--- src/rtl/wb_pkg.sv ---
// wb_pkg: shared types, parameter legality check and ch0 load-data formatting for the write-back arbiter
package wb_pkg;

    typedef enum logic [1:0] {
        LS_BYTE  = 2'd0,
        LS_HALF  = 2'd1,
        LS_WORD  = 2'd2,
        LS_DWORD = 2'd3
    } load_size_e;

    // Legal configurations: 32/64-bit datapath, 2..8 channels, power-of-two FIFO depth of at least 2
    function automatic bit params_ok(input int data_w, input int num_ch, input int fifo_depth);
        return (data_w == 32 || data_w == 64) && num_ch >= 2 && num_ch <= 8 &&
               fifo_depth >= 2 && (fifo_depth & (fifo_depth - 1)) == 0;
    endfunction

    // Extract the addressed lane (offset aligned down to the access size) and extend to 64 bits;
    // callers truncate to their datapath width
    function automatic logic [63:0] format_load(input logic [63:0] mem, input logic [1:0] size,
                                                input logic uns, input logic [2:0] off);
        logic [2:0]  lane;
        logic [63:0] sh;
        lane = (size == LS_BYTE) ? off :
               (size == LS_HALF) ? {off[2:1], 1'b0} :
               (size == LS_WORD) ? {off[2], 2'b00} : 3'd0;
        sh = mem >> {lane, 3'b000};
        return (size == LS_BYTE) ? {{56{~uns & sh[7]}}, sh[7:0]} :
               (size == LS_HALF) ? {{48{~uns & sh[15]}}, sh[15:0]} :
               (size == LS_WORD) ? {{32{~uns & sh[31]}}, sh[31:0]} : sh;
    endfunction

endpackage

--- src/rtl/wb_fifo.sv ---
// wb_fifo: synchronous FIFO with registered full/empty flags; push is refused while full, even if popping
module wb_fifo
#(
    parameter int W     = 37,
    parameter int DEPTH = 4
)
(
    input  logic         clk,
    input  logic         rst_n,
    input  logic         push,
    input  logic         pop,
    input  logic [W-1:0] din,
    output logic [W-1:0] dout,
    output logic         full,
    output logic         empty
);

    localparam int PW = $clog2(DEPTH);

    logic [PW-1:0] wr_q, wr_d, rd_q, rd_d;
    logic [PW:0]   cnt_q, cnt_d;
    logic          full_q, full_d, empty_q, empty_d;
    logic          do_push, do_pop;
    logic [W-1:0]  mem_q [DEPTH];

    // Next pointer/occupancy state; pointers wrap naturally because DEPTH is a power of two
    always_comb begin
        do_push = push & ~full_q;
        do_pop  = pop & ~empty_q;
        wr_d    = wr_q + PW'(do_push);
        rd_d    = rd_q + PW'(do_pop);
        cnt_d   = cnt_q + (PW+1)'(do_push) - (PW+1)'(do_pop);
        full_d  = cnt_d == (PW+1)'(DEPTH);
        empty_d = cnt_d == '0;
    end

    // Pointer and flag registers; reset discards all queued entries at once
    always_ff @(posedge clk or negedge rst_n) begin
        if (!rst_n) begin
            wr_q    <= '0;
            rd_q    <= '0;
            cnt_q   <= '0;
            full_q  <= 1'b0;
            empty_q <= 1'b1;
        end else begin
            wr_q    <= wr_d;
            rd_q    <= rd_d;
            cnt_q   <= cnt_d;
            full_q  <= full_d;
            empty_q <= empty_d;
        end
    end

    // Storage needs no reset: stale words are unreachable once the pointers are cleared
    always_ff @(posedge clk) begin
        if (do_push) mem_q[wr_q] <= din;
    end

    assign dout  = mem_q[rd_q];
    assign full  = full_q;
    assign empty = empty_q;

endmodule

--- src/rtl/wb_arbiter.sv ---
// wb_arbiter: merges the in-order ch0 stream with buffered aux result channels onto one register-file write port
module wb_arbiter
    import wb_pkg::*;
#(
    parameter int DATA_W     = 32,
    parameter int ADDR_W     = 5,
    parameter int NUM_CH     = 2,
    parameter int FIFO_DEPTH = 4,
    parameter int STARVE_MAX = 8
)
(
    input  logic                         clk,
    input  logic                         rst_n,
    input  logic                         p_valid,
    input  logic [DATA_W-1:0]            p_mem_data,
    input  logic [DATA_W-1:0]            p_alu_result,
    input  logic [ADDR_W-1:0]            p_dest_reg,
    input  logic                         p_mem_to_reg,
    input  logic                         p_reg_write,
    input  logic [1:0]                   p_load_size,
    input  logic                         p_load_unsigned,
    input  logic [$clog2(DATA_W/8)-1:0]  p_byte_off,
    input  logic [NUM_CH-2:0]            aux_valid,
    input  logic [(NUM_CH-1)*DATA_W-1:0] aux_data,
    input  logic [(NUM_CH-1)*ADDR_W-1:0] aux_dest,
    output logic [NUM_CH-2:0]            aux_ready,
    output logic [NUM_CH-2:0]            aux_empty,
    output logic [DATA_W-1:0]            wb_write_data,
    output logic [ADDR_W-1:0]            wb_write_addr,
    output logic                         wb_reg_write,
    output logic                         wb_stall_req
);

    localparam int NA    = NUM_CH - 1;
    localparam int RR_W  = (NA > 1) ? $clog2(NA) : 1;
    localparam int CNT_W = $clog2(STARVE_MAX + 1);
    localparam int E_W   = ADDR_W + DATA_W;

    if (!params_ok(DATA_W, NUM_CH, FIFO_DEPTH) || STARVE_MAX < 1) begin : g_bad_params
        $error("wb_arbiter: illegal DATA_W, NUM_CH, FIFO_DEPTH or STARVE_MAX");
    end

    logic              ch0_elig;
    logic [DATA_W-1:0] ch0_data;
    logic [NA-1:0]     push, pop, full, empty;
    logic [E_W-1:0]    fifo_out [NA];
    logic              aux_gnt, any_aux, hit_hi, win;
    logic [RR_W-1:0]   sel, sel_hi, sel_lo;
    logic [RR_W-1:0]   rr_q, rr_d;
    logic [CNT_W-1:0]  cnt_q, cnt_d;
    logic              stall_q, stall_d;
    logic [DATA_W-1:0] data_q, data_d;
    logic [ADDR_W-1:0] addr_q, addr_d;
    logic              we_q, we_d;

    // Aux channels: dest-0 entries complete the handshake but are never stored
    for (genvar k = 0; k < NA; k++) begin : g_ch
        assign push[k] = aux_valid[k] & ~full[k] & (aux_dest[k*ADDR_W +: ADDR_W] != '0);
        wb_fifo #(.W(E_W), .DEPTH(FIFO_DEPTH)) u_fifo (
            .clk   (clk),
            .rst_n (rst_n),
            .push  (push[k]),
            .pop   (pop[k]),
            .din   ({aux_dest[k*ADDR_W +: ADDR_W], aux_data[k*DATA_W +: DATA_W]}),
            .dout  (fifo_out[k]),
            .full  (full[k]),
            .empty (empty[k])
        );
    end

    assign aux_ready = ~full;
    assign aux_empty = empty;

    // ch0 qualification and load formatting
    always_comb begin
        ch0_elig = p_valid & p_reg_write & (p_dest_reg != '0);
        ch0_data = p_mem_to_reg ?
                   DATA_W'(format_load(64'(p_mem_data), p_load_size, p_load_unsigned, 3'(p_byte_off))) :
                   p_alu_result;
    end

    // Round-robin pick among non-empty aux FIFOs starting at rr_q; ch0 pre-empts any aux grant
    always_comb begin
        hit_hi = 1'b0;
        sel_hi = '0;
        sel_lo = '0;
        for (int c = NA - 1; c >= 0; c--) begin
            if (!empty[c] && RR_W'(c) >= rr_q) begin
                hit_hi = 1'b1;
                sel_hi = RR_W'(c);
            end
            if (!empty[c]) sel_lo = RR_W'(c);
        end
        any_aux = ~&empty;
        sel     = hit_hi ? sel_hi : sel_lo;
        aux_gnt = any_aux & ~ch0_elig;
        pop     = aux_gnt ? (NA'(1) << sel) : '0;
        rr_d    = !aux_gnt ? rr_q : (sel == RR_W'(NA - 1)) ? '0 : sel + 1'b1;
    end

    // Starvation counter: counts cycles where queued aux work loses to ch0, saturating at STARVE_MAX
    always_comb begin
        cnt_d   = (aux_gnt | ~any_aux) ? '0 :
                  (ch0_elig && cnt_q != CNT_W'(STARVE_MAX)) ? cnt_q + 1'b1 : cnt_q;
        stall_d = cnt_d == CNT_W'(STARVE_MAX);
    end

    // Winner selection for the output register; data/address hold when nothing is written
    always_comb begin
        win    = ch0_elig | aux_gnt;
        we_d   = win;
        data_d = ch0_elig ? ch0_data : aux_gnt ? fifo_out[sel][DATA_W-1:0] : data_q;
        addr_d = ch0_elig ? p_dest_reg : aux_gnt ? fifo_out[sel][E_W-1:DATA_W] : addr_q;
    end

    // Arbiter state and registered write-port outputs
    always_ff @(posedge clk or negedge rst_n) begin
        if (!rst_n) begin
            rr_q    <= '0;
            cnt_q   <= '0;
            stall_q <= 1'b0;
            we_q    <= 1'b0;
            data_q  <= '0;
            addr_q  <= '0;
        end else begin
            rr_q    <= rr_d;
            cnt_q   <= cnt_d;
            stall_q <= stall_d;
            we_q    <= we_d;
            data_q  <= data_d;
            addr_q  <= addr_d;
        end
    end

    assign wb_write_data = data_q;
    assign wb_write_addr = addr_q;
    assign wb_reg_write  = we_q;
    assign wb_stall_req  = stall_q;

endmodule

--- config.mk ---
export PLATFORM = sky130hd
export DESIGN_NAME = wb_arbiter
export DESIGN_NICKNAME = d
export VERILOG_FILES = /design/src/rtl/wb_pkg.sv /design/src/rtl/wb_fifo.sv /design/src/rtl/wb_arbiter.sv
export SDC_FILE = /design/constraint.sdc
export NUM_CORES = 1
export LEC_CHECK = 0
export CAP_MARGIN = 10
export CORE_AREA = 2 2 113 159
export DETAILED_ROUTE_END_ITERATION = 6
export DIE_AREA = 0 0 115 161
export PLACE_DENSITY = 0.86
export SKIP_LAST_GASP = 1
export SYNTH_ARGS = -nofsm -noshare
export SYNTH_HDL_FRONTEND = slang
export SYNTH_HIERARCHICAL = 1
export SYNTH_SLANG_ARGS = --single-unit
export TNS_END_PERCENT = 100
--- constraint.sdc ---
create_clock -name clk -period 4.6 [get_ports clk]
set_clock_uncertainty 0.15 [all_clocks]
set_input_delay 0.69 -clock clk [delete_from_list [all_inputs] [get_ports clk]]
set_output_delay 0.69 -clock clk [all_outputs]
set_load 0.1 [all_outputs]
After elaboration in Yosys (flattened, before gate mapping)
Memory sizes are Yosys's and may differ from the RTL's. Cells that the tools add are included.

Memories: 1. Register bits: 52. Output and inout bits: 41. Logic and storage cells: 57. Bits in writable memories: 148. Input bits: 117.

Bitwise logic cells: 15. Muxes and demuxes: 14. $add $sub $neg: 5. Reduce and logical (&&, ||, !) cells: 7. Shift-type cells: 1. Equal/unequal tests: 4.

Memory list: g_ch[0].u_fifo.mem_q (depth 4, bits a word 37, rd ports 1, clocked after Yosys merged registers in 0, write ports 1, line wb_fifo.sv:24) `logic [W-1:0] mem_q [DEPTH];`.

Operators by type and width (count): $mux W32 (5); $shr A32 B5 Y64 (1); $mux W5 (2); $reduce_bool A5 Y1 (2); $and A1 B1 Y1 (9); $mux W4 (2); $add A2 B1 Y2 (2); $add A4 B1 Y4 const B (1); $eq A4 B4 Y1 const B (1); $mux W2 (2); $ne A4 B4 Y1 const B (1); $not A1 Y1 (4); $add A3 B1 Y3 (1); $eq A3 B3 Y1 const B (1); $logic_not A3 Y1 (1); $mux W1 (3); $sub A3 B1 Y3 (1); $eq A2 B1 Y1 const B (1); $logic_not A2 Y1 (1); $or A1 B1 Y1 (2); $reduce_bool A2 Y1 (1); $logic_and A1 B1 Y1 (1); $logic_not A1 Y1 (1).

Logic depth before layout (Yosys ltp)
Gate-level depths: netlist of the first run.

Depth in word-level cells: 9. Depth in mapped cells: 13. Gate-level depth less buffers: 10.

Modules after synthesis
The synthesis of the first run kept the hierarchy.

Modules (own cells, without submodules): wb_fifo (area an instance 5743.0 sq um, cells each 223, times used 1, sequential area each 4670.7 sq um); wb_arbiter (area an instance 3148.0 sq um, cells each 356, times used 1, sequential area each 1076.0 sq um).

Worst setup path before layout of the first run
Ideal clock, no wire load.

Path kind: register -> register. Start: reg g_ch[0].u_fifo.full_q. End: mem g_ch[0].u_fifo.mem_q[0][0], enable pin. Clock period less this slack: 4.978 ns. Data required time: 3.965 ns. Cell stages (with the launch flop): 6. Library setup time: 0.485 ns. Arrival: 4.343 ns. Buffers on the path: 1. Slack: -0.378 ns. Path through: dfrtp_1 inv_1 o311a_1 nor2b_1 clkbuf_1 nor3b_1.

Word-level cells in the longest chain between the ends: 6.

RTL lines: start: declaration (line wb_fifo.sv:22) `logic full_q, full_d, empty_q, empty_d;`; start signal: assignment (line wb_fifo.sv:49) `full_q <= full_d;`; $not A1 Y1; via aux_ready (line wb_arbiter.sv:26) `output logic [NUM_CH-2:0] aux_ready,`; $and A1 B1 Y1 (2 in series) (line wb_arbiter.sv:58) `assign push[k] = aux_valid[k] & ~full[k] & (aux_dest[k*ADDR_W +: ADDR_W] != '0);`; via push (line wb_arbiter.sv:45) `logic [NA-1:0] push, pop, full, empty;`; $and A1 B1 Y1 (line wb_fifo.sv:28) `do_push = push & ~full_q;`; $mux W1 (line wb_fifo.sv:56) `if (do_push) mem_q[wr_q] <= din;`; $mux W1 (implied by the code) (line wb_fifo.sv:56); end: declaration (line wb_fifo.sv:24).

The timed path passes the listed nets, and every way through them passes these cells.

Final worst setup path of the first run
Start: in p_byte_off[1]. End: reg data_q[26] (netlist: wb_write_data[26]).

Word-level cells in the longest chain between the ends: 8. Elaborated cells between the ends (all ways): 9. Those cells by class: 1 x shift; 6 x mux; 2 x bitwise.

RTL lines: start: declaration (line wb_arbiter.sv:22) `input logic [$clog2(DATA_W/8)-1:0] p_byte_off,`; $mux W2 (line wb_pkg.sv:24) `(size == LS_HALF) ? {off[2:1], 1'b0} :`; $mux W2 * (line wb_pkg.sv:23) `lane = (size == LS_BYTE) ? off :`; $shr A32 B5 Y64 * (line wb_pkg.sv:26) `sh = mem >> {lane, 3'b000};`; $and A1 B1 Y1 (line wb_pkg.sv:28) `(size == LS_HALF) ? {{48{~uns & sh[15]}}, sh[15:0]} :`; $mux W32 (line wb_pkg.sv:28); $mux W32 * (line wb_pkg.sv:27) `return (size == LS_BYTE) ? {{56{~uns & sh[7]}}, sh[7:0]} :`; $mux W32 * (line wb_arbiter.sv:77) `ch0_data = p_mem_to_reg ?`; $mux W32 * (line wb_arbiter.sv:112) `data_d = ch0_elig ? ch0_data : aux_gnt ? fifo_out[sel][DATA_W-1:0] : data_q;`; end signal: assignment (line wb_arbiter.sv:130) `data_q <= data_d;`; end: declaration (line wb_arbiter.sv:52) `logic [DATA_W-1:0] data_q, data_d;`.

Every way passes the cells marked *; elsewhere a longest branch is shown, timed or not. A chain may end at the register's enable or synchronous reset.

==> impl_metrics.ini, run 1 <==
[synthesis]
synth.top_cells.by_count = edfxtp_1 (148), dfrtp_1 (51), mux4_2 (37)
synth_area_leaders = edfxtp_1 (50%), dfrtp_1 (14%), mux4_2 (9.4%)
synth_nets = 701
synth-main-ff-cell = edfxtp_1
yosysSeqAreaShare_pct = 64.64
synth_xor_area_share_pct = 0.9569
synthSimpleGateAreaFrac_pct = 7.276
synth_edf_count = 148
netlist.area_leader.share_pct = 49.99
syn_avg_cell_area_sq_um = 15.36
synth.most_common_cell = edfxtp_1
syn-instance-count = 579
syn-cell-area_sq_um = 8891
synth.area.mux_share_pct = 11.08
synth_area_leader_cell = edfxtp_1
synthAdderAreaFrac_pct = 0.7881
synth-compound-area-share_pct = 11.58
synthArstFlopShare_pct = 26.00
ys_ff_latch = 200
synth_cell_types = 52
yosysWarnings = 6
synth_top_family_by_area = compound AO/OA/AOI/OAI gates

[flow_run]
drv_cap = 0

[critical_path]
crit_required_ps = 4740
path_depth = 6
critical_path_class = input port to flip-flop
cp-startpoint = p_byte_off[1]
slowest_delay_ps = 920
r2r-start = g_ch[0].u_fifo/full$_DFF_PN0_
critPathMaxFanout = 17
critPathCaptureType = flip-flop
rrSetupSlack_ps = 1880
crit_arrival_ps = 3470
start_kind = input port
setup.worst_path.end = wb_write_data[26]$_DFFE_PN0P_
path_cells = clkdlybuf4s50_1, nor2b_1, and2_1, a221oi_4, buf_4, a311oi_1
critPathBufInv = 2
slowest_stage = nor2b_1
r2r_end = g_ch[0].u_fifo/full$_DFF_PN0_
r2r.worst_path.cells = 9
crit_family = simple AND/OR/NAND/NOR gates

[detailed_routing]
drt-total-wl_mm = 22.82
detail_route.iter0.violations = 712
drc = 1
via_per_inst = 6.329
routedWlPerCell_um = 24.05
vias = 6006
final_antenna_net_count = 0
first_pass_iters = 7

[power]
finalPower_mw = 7.290
ir_drop_v = 0.0004549
leakage_nw = 3.862
p_per_area_nw_per_um2 = 651.8

[grt]
grtUsageTotal_pct = 25.22
grt_max_degree = 62
grt_pass1_wl_mm = 34.95
antenna_found_initial = 2
overflow = 0
grt_pass1_vias = 6347

[floorplan]
dieArea_sq_um = 18520
start_util_pct = 51.94
num_rows = 57
num_io_pins = 158
die_w_um = 115
placeableCoreArea_sq_um = 17120
die_y_um = 161

[finish]
regArea_sq_um = 5748
fin_area_sq_um = 11180
fin_util_pct = 65.34
multi_input_area_sq_um = 2841
fillers = 1205
fin_nets = 850
area_delta_synth_final_pct = 25.80
drive_gt1_share_pct = 13.36

[clocking]
htreeDepth = 4
ctsRootBufferMaster = clkbuf_16
post-cts-setup-buffer-count = 0
cts_tree = done
hold_buffers = 0
cts_sinks = 200
clock_latency_ps = 430
cts_buffers = 17
postCtsResizedCells = 0
cts.clk_slew.worst_paths_ps = 70
clockBufferDepth = 2

[timing]
setup_violations = 0
hold_viol_final = 0
setup_tns_ps = 0
fmax_mhz = 300.0
setup_ws_ps = 1267
tightest_slew_ps = 1124
maxSlewViolCount = 0
slew_headroom_pct = 25.07
rsz0062_at_grt = false
min_period_ps = 3333
post-route-period-util_pct = 72.46

[outcome]
status = finished with violations
violations = DRC

[placement]
hpwl_mm = 15.78
pre_cts_ws_ps = 840.3
io_buffers = 157
gp_congestion = 0.9448
postPlaceCellArea_sq_um = 10640

[worst_hold_path]
hold_path_class = input port to asynchronous set/reset pin
## sequential cells by signal, summed over array words and instances, names as in the netlist
name and flops:
cnt_q 4, g_ch.u_fifo/cnt_q 3, g_ch.u_fifo/empty 1, g_ch.u_fifo/full 1, g_ch.u_fifo/mem_q 148, g_ch.u_fifo/rd_q 2
g_ch.u_fifo/wr_q 2, wb_reg_write 1, wb_stall_req 1, wb_write_addr 5, wb_write_data 32
## final cells by class
type / instances / share of cell area (%)
antenna: 2 / 0.04475
clock buffer: 18 / 3.837
clock inverter: 14 / 1.007
inverter: 21 / 0.7048
multi-input combinational: 313 / 25.41
sequential: 200 / 51.39
tap: 206 / 2.305
timing repair buffer: 175 / 15.30
## routing by layer
layer	up-vias	GRT usage, %	share of wire, %
li1	2609	-	-
met1	2976	30.66	36
met2	342	41.07	50
met3	79	5.478	7.8
met4	0	15.22	5.5
met5	-	0	0
## cell usage in the layout (no fill, tap or decap), types with 7 or more instances in the layout
cell type,Yosys,routed
clkdlybuf4s50_1,0,155
edfxtp_1,148,148
dfrtp_1,51,50
mux4_2,37,37
nor3_1,31,31
nor2b_1,28,28
a211oi_1,26,26
inv_1,20,20
buf_4,2,18
clkbuf_16,0,17
nor2_1,16,16
a21oi_1,16,16
mux2i_1,14,14
a311oi_1,14,14
o211ai_1,14,14
nand2_1,13,13
nand3b_1,9,9
o21a_1,9,9
a2bb2oi_1,8,8
a22o_1,8,8
a221oi_1,8,8
o22a_1,7,7
a22oi_1,7,7
## logic make-up (layout without fill, tap and decap cells)
logic type                 Yosys count  count (layout)
and+or+nand+nor                    116             116
AOI/OAI and AO/OA                  132             132
adders and majority gates            5               5
muxes                               52              52
DFF                                200             200
other                                0               2
buffers and inverters               66             228
xor gates and xnor gates             8               8
## power breakdown
group	switching, mW	leakage (nW)	internal (mW)
registers	0.324	1.96	2.41
logic	2.08	1.63	1.10
clock network	0.670	0.263	0.706
total	3.07	3.86	4.22
## stage by stage
stage	std cells	hold WS [ps]
floorplan	579	244.4
global placement	915	363.2
detailed placement	915	389.5
CTS	947	287.1
global route	949	303.1
finish	949	265.9
## worst min path at each step
stage                     cells after the start                              start                           endpoint
after floorplan                               0                              rst_n                 cnt_q[0]$_DFF_PN0_
after global placement                        1  g_ch[0].u_fifo/cnt_q[0]$_DFF_PN0_  g_ch[0].u_fifo/cnt_q[0]$_DFF_PN0_
after detailed placement                      1  g_ch[0].u_fifo/cnt_q[0]$_DFF_PN0_  g_ch[0].u_fifo/cnt_q[0]$_DFF_PN0_
after CTS                                     2                              rst_n      wb_write_data[12]$_DFFE_PN0P_
after global routing                          2                              rst_n  g_ch[0].u_fifo/cnt_q[1]$_DFF_PN0_
final                                         2                              rst_n  g_ch[0].u_fifo/cnt_q[1]$_DFF_PN0_
Power figures use the tool's default switching activity.
==> run 2: changes to the inputs <==
--- a/config.mk
+++ b/config.mk
@@ -6,10 +6,10 @@
 export NUM_CORES = 1
 export LEC_CHECK = 0
 export CAP_MARGIN = 10
-export CORE_AREA = 2 2 113 159
+export CORE_AREA = 2 2 119 167
 export DETAILED_ROUTE_END_ITERATION = 6
-export DIE_AREA = 0 0 115 161
-export PLACE_DENSITY = 0.86
+export DIE_AREA = 0 0 121 169
+export PLACE_DENSITY = 0.82
 export SKIP_LAST_GASP = 1
 export SYNTH_ARGS = -nofsm -noshare
 export SYNTH_HDL_FRONTEND = slang
==> constraint.sdc (replaced) <==
create_clock -name clk -period 3 [get_ports clk]
set_clock_uncertainty 0.15 [all_clocks]
set_input_delay 0.45 -clock clk [delete_from_list [all_inputs] [get_ports clk]]
set_output_delay 0.45 -clock clk [all_outputs]
set_load 0.1 [all_outputs]
==> run 2 against run 1 <==
Compared with the run above: the flow now finishes without violations; worst hold slack worse by 210 ps; via count hardly changed; global-route usage is 1.9 points lower; cell count is 6.2% higher; combinational power is 58% higher; largest cell class unchanged; cell area is 2.0% higher; die area is 10% higher; sequential cell count stayed put; wire length is 1.9% higher; total power is 56% higher.
==> impl_metrics.ini, run 2 (same netlist as run 1, synthesis figures left out) <==
[grt]
grt_pass1_wl_mm = 35.77
grt_pass1_vias = 6325
antenna_found_initial = 0
overflow = 0
grt_max_degree = 60
grtUsageTotal_pct = 23.28

[floorplan]
die_w_um = 121
placeableCoreArea_sq_um = 18990
dieArea_sq_um = 20450
die_y_um = 169
num_io_pins = 158
num_rows = 60
start_util_pct = 46.81

[finish]
fin_nets = 869
insertedDiodeCount = 0
mostFrequentLayoutCell = edfxtp_1
largest_reg_flops = 148
mostFrequentLayoutCells = edfxtp_1 (148), clkdlybuf4s50_1 (115), buf_4 (73), dfrtp_1 (50), mux4_2 (37)
fin_area_sq_um = 11410
drive_gt1_share_pct = 21.84
area_delta_synth_final_pct = 28.36
fillers = 1374
regMostFlops = g_ch.u_fifo/mem_q

[timing]
hold_viol_final = 0
fmax_mhz = 351.6
post-route-period-util_pct = 94.81
slew_headroom_pct = 30.45
setup_ws_ps = 155.6
maxSlewViolCount = 0
rsz0062_at_grt = false
tightest_slew_ps = 1043
setup_tns_ps = 0
min_period_ps = 2844
setup_violations = 0
holdWs_ps = 52.79

[power]
p_int_mw = 6.598
switching_share_pct = 42.04
clkPwrFrac_pct = 19.7
switchingPower_mw = 4.785
leakage_nw = 4.028
pwr-share-comb_pct = 44.0
seqPwrFrac_pct = 36.2
ir_drop_v = 0.0004795
p_per_area_nw_per_um2 = 997.4

[clocking]
cts_tree = done
clock_latency_ps = 430
hold_buffers = 0
cts_sinks = 200
post-cts-setup-buffer-count = 0
postCtsResizedCells = 0
clockBufferDepth = 2
cts_buffers = 17
htreeDepth = 4
cts.clk_slew.worst_paths_ps = 80
ctsRootBufferMaster = clkbuf_16

[critical_path]
critPathCaptureType = flip-flop
slowest_stage = nor3b_4
start_kind = input port
path_cells = clkdlybuf4s50_1, or3_1, o311a_1, nor2b_1, nor3b_4, buf_12
crit_arrival_ps = 2820
critPathMaxFanout = 21
slowest_delay_ps = 910
crit_required_ps = 2970
critical_path_class = input port to flip-flop

[detailed_routing]
vias = 6003
final_antenna_net_count = 0
detail_route.iter0.violations = 856
first_pass_iters = 6
drt-total-wl_mm = 23.26
routedWlPerCell_um = 23.08
via_per_inst = 5.955
drc = 0

[flow_run]
drv_cap = 0

[worst_hold_path]
hold_path_class = input port to asynchronous set/reset pin

[placement]
postPlaceCellArea_sq_um = 10820
hpwl_mm = 16.05
gp_congestion = 0.9201
pre_cts_ws_ps = -262.6
io_buffers = 157

[outcome]
status = finished, final reports clean
==> run 2: changes by cell type in the layout (fill, tap and decap cells not counted), moves of 2 or more <==
cell	delta
clkinv_8	+2
buf_4	+55
clkdlybuf4s50_1	-40
inv_6	-3
diode_2	-2
buf_12	+4
clkinv_2	-2
inv_1	-2
clkinv_4	+2
==> run 2: cell type report <==
class                      instances  area, sq um  area share [%]
inverter                          21        82.58          0.7236
timing repair buffer             194         1804           15.81
sequential                       200         5752           50.40
tap                              248        310.3           2.719
multi-input combinational        313         2874           25.18
clock inverter                    13        156.4           1.370
clock buffer                      19        432.9           3.793
==> run 2: per-layer routing <==
layer	wire [um]	track usage (%)	vias up
met5	0	0	-
met4	679	9.656	0
met3	1566	3.673	45
met2	12330	40.16	307
met1	8688	29.11	3010
li1	-	-	2641
==> run 2: final timing paths <==
path                                                   startpoint                                   end  slack (ps)  depth (start not counted)
worst max register to register      g_ch[0].u_fifo/full$_DFF_PN0_  g_ch[0].u_fifo/mem_q[0][4]$_DFFE_PP_         320                          5
worst min-delay path                                        rst_n     g_ch[0].u_fifo/cnt_q[2]$_DFF_PN0_          50                          1
min in group clk                g_ch[0].u_fifo/cnt_q[0]$_DFF_PN0_     g_ch[0].u_fifo/cnt_q[0]$_DFF_PN0_         410                          1
max in group asynchronous                                   rst_n         wb_write_data[11]$_DFFE_PN0P_        1860                          2
worst min register to register  g_ch[0].u_fifo/cnt_q[0]$_DFF_PN0_     g_ch[0].u_fifo/cnt_q[0]$_DFF_PN0_         410                          1
worst max-delay path                                  aux_dest[0]  g_ch[0].u_fifo/mem_q[0][4]$_DFFE_PP_         160                          6
==> run 2: power by group through the flow <==
stage	clock, mW	sequential, mW	combinational [mW]
3_3_place_gp	0	4.13	4.94
5_1_grt	2.38	4.19	5.25
3_5_place_dp	0	4.17	5.02
2_1_floorplan	0	5.89	1.94
6_report	2.25	4.12	5.01
4_1_cts	2.27	4.13	5.05
==> run 2: worst max-delay path, delay by kind of cell <==
kind / cells / cell delay [ps]
and+or+nand+nor: 3 / 1390
AOI/OAI and AO/OA: 1 / 150
buffers and inverters: 2 / 810
==> run 2: stage by stage <==
stage,instances,util [%],power (mW)
2_1_floorplan,579,-,7.830
3_3_place_gp,976,56.98,9.072
3_5_place_dp,976,56.98,9.189
4_1_cts,1008,60.09,11.44
5_1_grt,1008,60.09,11.82
6_report,1008,60.09,11.38
==> run 3: changes to the inputs <==
--- a/config.mk
+++ b/config.mk
@@ -11,6 +11,7 @@
 export DIE_AREA = 0 0 121 169
 export PLACE_DENSITY = 0.82
 export SKIP_LAST_GASP = 1
+export SLEW_MARGIN = 10
 export SYNTH_ARGS = -nofsm -noshare
 export SYNTH_HDL_FRONTEND = slang
 export SYNTH_HIERARCHICAL = 1
==> results of run 3 <==
No change in the layout: final DEF, timing and power equal those of run 2.
